[src/rtl/pc_fetch_unit_if.sv]
// Fetch-unit bus: instruction-memory handshake, IR hand-off to control, and redirect inputs.
interface pc_fetch_unit_if #(
   parameter int XLEN  = 64,
   parameter int ILEN  = 32,
   parameter int CNT_W = 32
);
   logic             imem_req;
   logic [XLEN-1:0]  imem_addr;
   logic [ILEN-1:0]  imem_rdata;
   logic             imem_ready;
   logic [ILEN-1:0]  ir;
   logic             ir_valid;
   logic             instr_ack;
   logic             branch_req;
   logic             jump_req;
   logic [2:0]       branch_funct3;
   logic [XLEN-1:0]  rs1;
   logic [XLEN-1:0]  rs2;
   logic [XLEN-1:0]  target;
   logic [XLEN-1:0]  pc;
   logic [XLEN-1:0]  pc_plus4;
   logic             branch_taken;
   logic             fault;
   logic [CNT_W-1:0] retired;

   modport master (
      output imem_req, imem_addr, ir, ir_valid, pc, pc_plus4, branch_taken, fault, retired,
      input  imem_rdata, imem_ready, instr_ack, branch_req, jump_req, branch_funct3,
             rs1, rs2, target
   );

   modport slave (
      input  imem_req, imem_addr, ir, ir_valid, pc, pc_plus4, branch_taken, fault, retired,
      output imem_rdata, imem_ready, instr_ack, branch_req, jump_req, branch_funct3,
             rs1, rs2, target
   );
endinterface

[src/rtl/pc_fetch_unit.sv]
// Program counter and instruction-fetch sequencer for the multicycle RISC-V core.
// state | meaning
// START | one idle cycle after reset, memory ignored
// FETCH | imem_req high at pc, waiting for imem_ready
// HOLD  | ir valid, waiting for instr_ack from control
// HALT  | misaligned redirect seen, frozen until reset
module pc_fetch_unit #(
   parameter int              XLEN     = 64,
   parameter int              ILEN     = 32,
   parameter logic [XLEN-1:0] RESET_PC = '0,
   parameter int              CNT_W    = 32
) (
   input  logic          Clk,
   input  logic          Reset,
   pc_fetch_unit_if.master bus
);
   typedef enum logic [1:0] {START, FETCH, HOLD, HALT} stateT;

   stateT            state;
   logic [XLEN-1:0]  pcReg;
   logic [XLEN-1:0]  pcPlus4;
   logic [ILEN-1:0]  irReg;
   logic             irValid;
   logic             imemReq;
   logic             branchTaken;
   logic             faultReg;
   logic [CNT_W-1:0] retiredCnt;
   logic             condTrue;
   logic             redirect;
   logic             misaligned;

   assign pcPlus4 = pcReg + XLEN'(4);

   always_comb begin
      condTrue = 1'b0;
      case (bus.branch_funct3)
         3'b000:  condTrue = (bus.rs1 == bus.rs2);
         3'b001:  condTrue = (bus.rs1 != bus.rs2);
         3'b100:  condTrue = ($signed(bus.rs1) <  $signed(bus.rs2));
         3'b101:  condTrue = ($signed(bus.rs1) >= $signed(bus.rs2));
         3'b110:  condTrue = (bus.rs1 <  bus.rs2);
         3'b111:  condTrue = (bus.rs1 >= bus.rs2);
         default: condTrue = 1'b0;
      endcase
   end

   // jump_req wins over branch_req, so a jump never depends on funct3.
   assign redirect   = bus.jump_req | (bus.branch_req & condTrue);
   assign misaligned = (bus.target[1:0] != 2'b00);

   always_ff @(posedge Clk or negedge Reset) begin
      if (!Reset) begin
         state       <= START;
         pcReg       <= RESET_PC;
         irReg       <= '0;
         irValid     <= 1'b0;
         imemReq     <= 1'b0;
         branchTaken <= 1'b0;
         faultReg    <= 1'b0;
         retiredCnt  <= '0;
      end else begin
         branchTaken <= 1'b0;
         case (state)
            START: begin
               imemReq <= 1'b1;
               state   <= FETCH;
            end
            FETCH: begin
               if (bus.imem_ready) begin
                  irReg   <= bus.imem_rdata;
                  irValid <= 1'b1;
                  imemReq <= 1'b0;
                  state   <= HOLD;
               end
            end
            HOLD: begin
               if (bus.instr_ack) begin
                  irValid <= 1'b0;
                  if (redirect && misaligned) begin
                     faultReg <= 1'b1;
                     state    <= HALT;
                  end else begin
                     pcReg       <= redirect ? bus.target : pcPlus4;
                     branchTaken <= redirect;
                     retiredCnt  <= retiredCnt + CNT_W'(1);
                     imemReq     <= 1'b1;
                     state       <= FETCH;
                  end
               end
            end
            HALT: begin
               imemReq <= 1'b0;
               irValid <= 1'b0;
            end
            default: state <= START;
         endcase
      end
   end

   assign bus.imem_req     = imemReq;
   assign bus.imem_addr    = pcReg;
   assign bus.ir           = irReg;
   assign bus.ir_valid     = irValid;
   assign bus.pc           = pcReg;
   assign bus.pc_plus4     = pcPlus4;
   assign bus.branch_taken = branchTaken;
   assign bus.fault        = faultReg;
   assign bus.retired      = retiredCnt;
endmodule

[src/flat_wrapper.sv]
// flat-port wrapper written by rule: the top's interface ports become plain ports
module pc_fetch_unit_flat 
#(
   parameter int              XLEN     = 64,
   parameter int              ILEN     = 32,
   parameter logic [XLEN-1:0] RESET_PC = '0,
   parameter int              CNT_W    = 32
)
  (Clk, Reset, bus_imem_req, bus_imem_addr, bus_ir, bus_ir_valid, bus_pc, bus_pc_plus4, bus_branch_taken, bus_fault, bus_retired, bus_imem_rdata, bus_imem_ready, bus_instr_ack, bus_branch_req, bus_jump_req, bus_branch_funct3, bus_rs1, bus_rs2, bus_target);
  pc_fetch_unit_if #(.XLEN(XLEN), .ILEN(ILEN), .CNT_W(CNT_W)) bus_i ();
  input  logic Clk;
  input  logic Reset;
  output wire logic [$bits(bus_i.imem_req)-1:0] bus_imem_req;
  output wire logic [$bits(bus_i.imem_addr)-1:0] bus_imem_addr;
  output wire logic [$bits(bus_i.ir)-1:0] bus_ir;
  output wire logic [$bits(bus_i.ir_valid)-1:0] bus_ir_valid;
  output wire logic [$bits(bus_i.pc)-1:0] bus_pc;
  output wire logic [$bits(bus_i.pc_plus4)-1:0] bus_pc_plus4;
  output wire logic [$bits(bus_i.branch_taken)-1:0] bus_branch_taken;
  output wire logic [$bits(bus_i.fault)-1:0] bus_fault;
  output wire logic [$bits(bus_i.retired)-1:0] bus_retired;
  input wire logic [$bits(bus_i.imem_rdata)-1:0] bus_imem_rdata;
  input wire logic [$bits(bus_i.imem_ready)-1:0] bus_imem_ready;
  input wire logic [$bits(bus_i.instr_ack)-1:0] bus_instr_ack;
  input wire logic [$bits(bus_i.branch_req)-1:0] bus_branch_req;
  input wire logic [$bits(bus_i.jump_req)-1:0] bus_jump_req;
  input wire logic [$bits(bus_i.branch_funct3)-1:0] bus_branch_funct3;
  input wire logic [$bits(bus_i.rs1)-1:0] bus_rs1;
  input wire logic [$bits(bus_i.rs2)-1:0] bus_rs2;
  input wire logic [$bits(bus_i.target)-1:0] bus_target;
  assign bus_imem_req = bus_i.imem_req;
  assign bus_imem_addr = bus_i.imem_addr;
  assign bus_ir = bus_i.ir;
  assign bus_ir_valid = bus_i.ir_valid;
  assign bus_pc = bus_i.pc;
  assign bus_pc_plus4 = bus_i.pc_plus4;
  assign bus_branch_taken = bus_i.branch_taken;
  assign bus_fault = bus_i.fault;
  assign bus_retired = bus_i.retired;
  assign bus_i.imem_rdata = bus_imem_rdata;
  assign bus_i.imem_ready = bus_imem_ready;
  assign bus_i.instr_ack = bus_instr_ack;
  assign bus_i.branch_req = bus_branch_req;
  assign bus_i.jump_req = bus_jump_req;
  assign bus_i.branch_funct3 = bus_branch_funct3;
  assign bus_i.rs1 = bus_rs1;
  assign bus_i.rs2 = bus_rs2;
  assign bus_i.target = bus_target;
  pc_fetch_unit #(.XLEN(XLEN), .ILEN(ILEN), .RESET_PC(RESET_PC), .CNT_W(CNT_W)) u_core (.Clk(Clk), .Reset(Reset), .bus(bus_i));
endmodule
[config.mk]
export PLATFORM = sky130hd
export DESIGN_NAME = pc_fetch_unit_flat
export DESIGN_NICKNAME = d
export VERILOG_FILES = /design/src/rtl/pc_fetch_unit_if.sv /design/src/rtl/pc_fetch_unit.sv /design/src/flat_wrapper.sv
export SDC_FILE = /design/constraint.sdc
export NUM_CORES = 1
export LEC_CHECK = 0
export CAP_MARGIN = 20
export CORE_AREA = 2 2 190 192
export CTS_CLUSTER_DIAMETER = 100
export DETAILED_ROUTE_END_ITERATION = 6
export DIE_AREA = 0 0 192 194
export PLACE_DENSITY = 0.61
export SETUP_SLACK_MARGIN = 0.5
export SYNTH_ARGS = -nofsm -noshare
export SYNTH_HDL_FRONTEND = slang
export SYNTH_SLANG_ARGS = --single-unit
[constraint.sdc]
create_clock -name Clk -period 2.76 [get_ports Clk]
set_input_delay 0.552 -clock Clk [delete_from_list [all_inputs] [get_ports Clk]]
set_output_delay 0.552 -clock Clk [all_outputs]
set_load 0.05 [all_outputs]
==> flow_summary.json, run 1 <==
{
  "pwr-share-seq_pct": 15.5,
  "utilization_pct": 60.2,
  "io_buffers": 492,
  "die_y_microns": 194,
  "ys_warn_count": 0,
  "ir_drop_mv": 0.950,
  "gp_congestion": 0.850,
  "wl_per_cell_microns": 20.5,
  "synth-xor-area-share_pct": 8.37,
  "synth.area.top_cells": "dfrtp_1, ha_1, buf_4",
  "fmax_mhz": 308,
  "drtIter0Drc": 436,
  "hpwl_microns": 33600,
  "cp_num_buf_inv": 2,
  "worst_slew_pin_slew_ps": 937,
  "syn_to_final_growth_pct": 123,
  "grt_use_total_pct": 23.8,
  "pwr-share-clk_pct": 12.3,
  "dieArea_sq_um": 37200,
  "yosysUniqueCellTypes": 71,
  "max-clock-path-buffers": 2,
  "setup_viol": 153,
  "cts_buffers": 17,
  "viasPerCell": 4.80,
  "yosysSeqAreaShare_pct": 35.2,
  "synth_seq_cells": 134,
  "htreeDepth": 4,
  "grt_pass1_vias": 11173,
  "path_clk_slew_ps": 60,
  "cts_tree": "yes",
  "post-route-min-period_ps": 3250,
  "num_rows": 69,
  "worst_slack_ps": -488,
  "crit_type": "reg2out",
  "period_share_pct": 118,
  "outcome": "finished, violations left",
  "arrival_ps": 2700,
  "die_x_microns": 192,
  "yosysTopAreaCell": "dfrtp_1",
  "ys_top_cells_by_count": "dfrtp_1, inv_1, nand2_1, buf_4, ha_1",
  "worstPathRequired_ps": 2210,
  "crit_path_frequent_cell": "and3_4",
  "synth_mux_area_share_pct": 4.49,
  "antenna_found_initial": 4,
  "postSynthCellCount": 1034,
  "cts_sinks": 134,
  "async_flop_share_pct": 100,
  "critPathLaunchType": "flip-flop",
  "max_slew_margin_pct": 37.4,
  "rsz0062_at_grt": "true",
  "num_vias": 10694,
  "cap_violations": 0,
  "crit_chain": "and3_4 -> and3_4 -> and4_4 -> and4_4 -> and3_4 -> nand3_4 -> nor3_2 -> buf_4 -> xor2_4 -> buf_12",
  "violations": "setup timing",
  "p_leak_uw": 0.00985,
  "worst_hold_slack_ps": 66.2,
  "synth_flop_cell": "dfrtp_1",
  "critPathSlowestCell": "dfrtp_4",
  "yosysTopAreaCellShare_pct": 35.2,
  "path_delay_family": "simple AND/OR/NAND/NOR gates",
  "grt_max_degree": 61,
  "fin_nets": 2051,
  "synth_area_per_cell_sq_um": 9.21,
  "p_sw_share_pct": 51.3,
  "yosys.area_share.simple_pct": 19.0,
  "finClkSkew_ps": 8.23,
  "syn_nets": 1336,
  "synth_compound_area_share_pct": 12.4,
  "synthAdderAreaFrac_pct": 9.06,
  "netlist_area_sq_um": 9530,
  "drive_gt1_share_pct": 54.6,
  "initial_core_util_pct": 27.0,
  "fill_cells": 2902,
  "internal_power_uw": 10200,
  "report.final.hold_viol_count": 0,
  "grt_pass1_wl_microns": 67200,
  "wl_microns": 45600,
  "synth-edff-count": 0,
  "synth_top_family_by_area": "simple AND/OR/NAND/NOR gates",
  "p_switching_uw": 10700,
  "dr.pass1.iters": 5,
  "drc": 0,
  "crit_path_max_incr_delay_ps": 420,
  "end_kind": "primary output",
  "overflow": 0,
  "p_comb_share_pct": 72.1,
  "cts-root-buf": "clkbuf_16",
  "hold_class": "in2async",
  "clkLatencyLatePin_ps": 430,
  "postRouteAntennaNets": 0,
  "timing.final.max_slew_violations": 0,
  "synth.most_common_cell": "dfrtp_1",
  "hold_buffers": 0,
  "core-area_sq_um": 35200,
  "powerDensity_nw_per_um2": 985,
  "io_pins": 493,
  "crit_fanout": 8
}
==> metrics by stage <==
stage	total power (uW)	instances	setup TNS [ps]	setup WS [ps]	area, sq um
after floorplan	12200	1034	-33660	-379	11200
after global placement	17600	2062	-115880	-1240	17900
after detailed placement	17800	2062	-118880	-1280	17900
after CTS	20500	2189	-41870	-516	20400
after global routing	21700	2226	-73730	-612	21200
final	20900	2226	-56750	-488	21200
==> cell usage in the layout (no fill, tap or decap), drive strengths merged, types with 5 or more instances in the layout <==
cell type,instances
clkbuf,37
nor4b,5
nor2,57
dlymetal6s2s,21
clkdlybuf4s15,8
o221a,28
nand3,38
nor2b,5
nand4,33
nor3b,5
and4,9
inv,111
a211oi,5
xor2,44
or2,5
nand2,94
and2,7
mux2,35
o21ai,30
bufinv,5
nor3,21
xnor2,47
buf,471
a222oi,5
dfrtp,134
clkinv,6
dlygate4sd2,123
a21oi,38
clkdlybuf4s50,150
ha,69
nand2b,23
a22oi,16
and3,20
nor4,9
a221oi,7
==> metal layers <==
metal	track usage [%]	share of wire [%]
met2	44.0	53
met1	27.6	38
met3	4.58	6.1
met4	6.47	2.4
met5	0	0
==> flip-flops by register name, indices dropped and copies added, names as in the netlist <==
register                 count
u_core.bus.imem_req          1
u_core.bus.ir               32
u_core.bus.imem_addr        64
u_core.bus.ir_valid          1
u_core.state                 2
u_core.bus.retired          32
u_core.bus.fault             1
u_core.bus.branch_taken      1
==> logic make-up after synthesis <==
group | Yosys count
simple gates | 342
buf+inv | 205
compound gates | 155
flops | 134
xor+xnor | 91
fa+ha+maj | 69
mux | 38
==> path summary, 6_finish.rpt <==
path | slack, ps | to | startpoint | cells after the start
hold reg to reg | 480 | u_core.bus.retired[31] | u_core.bus.retired[31] | 1
setup reg to reg | 100 | u_core.bus.retired[25] | u_core.bus.retired[4] | 9
setup / recovery | -490 | bus_pc_plus4[53] | u_core.bus.imem_addr[32] | 10
min in group Clk | 480 | u_core.bus.retired[31] | u_core.bus.retired[31] | 1
max in group asynchronous | 1910 | u_core.bus.imem_addr[8] | Reset | 2
hold / removal | 70 | u_core.bus.imem_addr[32] | Reset | 1
==> timing repair <==
item	4_1_cts	5_1_grt
buffers inserted	87	30
cloned	9	3
pin swaps	159	97
setup endpoints to repair	298	181
resized for setup	847	165
endpoints found under the hold margin	0	0
==> power by group through the flow <==
stage | Sequential [uW] | Clock [uW] | Combinational (uW)
3_5_place_dp | 3250 | 0 | 14500
2_1_floorplan | 6100 | 0 | 6140
6_report | 3240 | 2570 | 15100
4_1_cts | 3230 | 2610 | 14700
5_1_grt | 3330 | 2700 | 15700
3_3_place_gp | 3230 | 0 | 14400
==> layout make-up <==
class / count / area (sq um) / share of cell area (%)
Antenna cell: 4 / 10.0 / 0.0472
Clock buffer: 17 / 425 / 2.01
Clock inverter: 14 / 224 / 1.06
Inverter: 104 / 442 / 2.08
Multi-Input combinational cell: 695 / 8200 / 38.7
Sequential cell: 134 / 3390 / 16.0
Tap cell: 461 / 577 / 2.72
Timing Repair Buffer: 793 / 7860 / 37.1
Timing Repair inverter: 4 / 72.6 / 0.342
Power figures use the tool's default switching activity.
==> run 2: changes to the inputs <==
--- a/config.mk
+++ b/config.mk
@@ -11,7 +11,6 @@
 export DETAILED_ROUTE_END_ITERATION = 6
 export DIE_AREA = 0 0 192 194
 export PLACE_DENSITY = 0.61
-export SETUP_SLACK_MARGIN = 0.5
 export SYNTH_ARGS = -nofsm -noshare
 export SYNTH_HDL_FRONTEND = slang
 export SYNTH_SLANG_ARGS = --single-unit
==> flow_summary.json, run 2 (synthesized netlist as in run 1, its figures left out) <==
{
  "r2r_cells": 12,
  "path_delay_family": "simple AND/OR/NAND/NOR gates",
  "clkLatencyLatePin_ps": 430,
  "hold_class": "in2async",
  "cts_tree": "yes",
  "num_rows": 69,
  "dr.pass1.iters": 6,
  "tns_ps": -50540,
  "path_clk_slew_ps": 70,
  "outcome": "finished, violations left",
  "wl_per_cell_microns": 20.7,
  "fin_nets": 2043,
  "cts_sinks": 134,
  "max_slew_margin_pct": 35.2,
  "largest_reg_flops": 64,
  "crit_path_max_incr_delay_ps": 420,
  "antenna_found_initial": 9,
  "fin_cells": 2221,
  "io_buffers": 492,
  "crit_path_frequent_cell": "and3_4",
  "num_vias": 10670,
  "die_y_microns": 194,
  "final_area_sq_um": 21200,
  "pre_cts_ws_ps": -1400,
  "cp_num_buf_inv": 2,
  "viasPerCell": 4.80,
  "r2r_slack_ps": -10,
  "wl_microns": 46000,
  "hpwl_microns": 34100,
  "crit_fanout": 7,
  "setup_viol": 146,
  "io_pins": 493,
  "crit_type": "reg2out",
  "gp_congestion": 0.857,
  "powerDensity_nw_per_um2": 1010,
  "postPlaceCellArea_sq_um": 17700,
  "critPathLaunchType": "flip-flop",
  "fmax_mhz": 305,
  "worst_slack_ps": -516,
  "grt_use_total_pct": 24.3,
  "drc": 0,
  "period_share_pct": 119,
  "grt_pass1_wl_microns": 68400,
  "crit_chain": "and3_4 -> and3_4 -> and4_4 -> and4_1 -> and3_4 -> nand3_4 -> buf_4 -> nor3_4 -> xor2_4 -> buf_12",
  "violations": "setup timing",
  "cts_buffers": 17,
  "postRouteAntennaNets": 0,
  "initial_core_util_pct": 27.0,
  "rsz0062_at_grt": "true",
  "grt_pass1_vias": 11393,
  "dieArea_sq_um": 37200,
  "arrival_ps": 2720,
  "max-clock-path-buffers": 2,
  "report.final.hold_viol_count": 0,
  "ir_drop_mv": 0.789,
  "htreeDepth": 4,
  "post-route-min-period_ps": 3280,
  "layout_commonest_cell": "clkdlybuf4s50_1",
  "layout_common_cells": "clkdlybuf4s50_1, buf_4, dfrtp_1",
  "cap_violations": 0,
  "drtIter0Drc": 318,
  "worstPathRequired_ps": 2210,
  "p_leak_uw": 0.00935,
  "grt_max_degree": 51,
  "die_x_microns": 192,
  "reg2reg_to": "u_core.bus.imem_addr[63]",
  "drive_gt1_share_pct": 51.4,
  "end_kind": "primary output",
  "syn_to_final_growth_pct": 122,
  "worst_slew_pin_slew_ps": 970,
  "dpl.cell_count": 2075,
  "rr_startpoint": "u_core.bus.imem_addr[32]",
  "finClkSkew_ps": 13.6,
  "overflow": 0,
  "critPathSlowestCell": "dfrtp_4",
  "core-area_sq_um": 35200,
  "timing.final.max_slew_violations": 0,
  "cts-root-buf": "clkbuf_16"
}
==> run 2: worst max-delay path by stage <==
| stage | start | cells past startpoint | to | slack [ps] |
|---|---|---|---|---|
| 2_1_floorplan | bus_rs2[54] | 14 | u_core.bus.imem_addr[63] | -380 |
| 3_3_place_gp | bus_rs2[47] | 14 | u_core.bus.imem_addr[20] | -1390 |
| 3_5_place_dp | bus_rs2[47] | 14 | u_core.bus.imem_addr[20] | -1400 |
| 4_1_cts | u_core.bus.imem_addr[32] | 10 | bus_pc_plus4[61] | -510 |
| 5_1_grt | u_core.bus.imem_addr[3] | 9 | bus_pc_plus4[38] | -610 |
| 6_report | u_core.bus.imem_addr[32] | 10 | bus_pc_plus4[61] | -520 |
==> run 2: layer usage <==
metal	up-vias	routed length, microns	part of all wire, %	track usage [%]
met4	0	1380	3.0	8.85
met2	383	24200	53	44.9
met5	-	0	0	0
met1	5245	17500	38	27.1
met3	64	2850	6.2	5.27
li1	4978	-	-	-
==> run 2: through the flow <==
stage | power (uW) | utilization (%) | hold slack [ps]
floorplan | 12000 | - | 256
global placement | 17500 | 50.3 | 455
detailed placement | 17600 | 50.3 | 460
CTS | 20900 | 57.3 | 78.5
global route | 22200 | 60.1 | 93.3
finish | 21300 | 60.1 | 60.2
==> run 2: layout make-up <==
class / count / area (sq um)
inverters: 104 / 434
flip-flops and latches: 134 / 3380
clock buffers: 19 / 443
repair buffers: 785 / 7970
multi-input cells: 695 / 8070
fillers: 2908 / 14100
diodes: 8 / 20.0
repair inverters: 4 / 60.1
well taps: 461 / 577
clock inverters: 11 / 198
==> run 2: where the power goes <==
part	switching (uW)	total [uW]	internal [uW]	leakage, uW
combinational	9230	15600	6320	0.00744
sequential	503	3190	2690	0.00159
clock	936	2560	1630	0.000310
total	10700	21300	10600	0.00935
==> run 2: timing repair <==
item / in CTS / in global routing
gates resized for setup: 662 / 117
setup endpoints to repair: 151 / 149
pin swaps: 161 / 82
hold buffers: 0 / 0
gates cloned: 11 / 1
setup buffers: 62 / 46
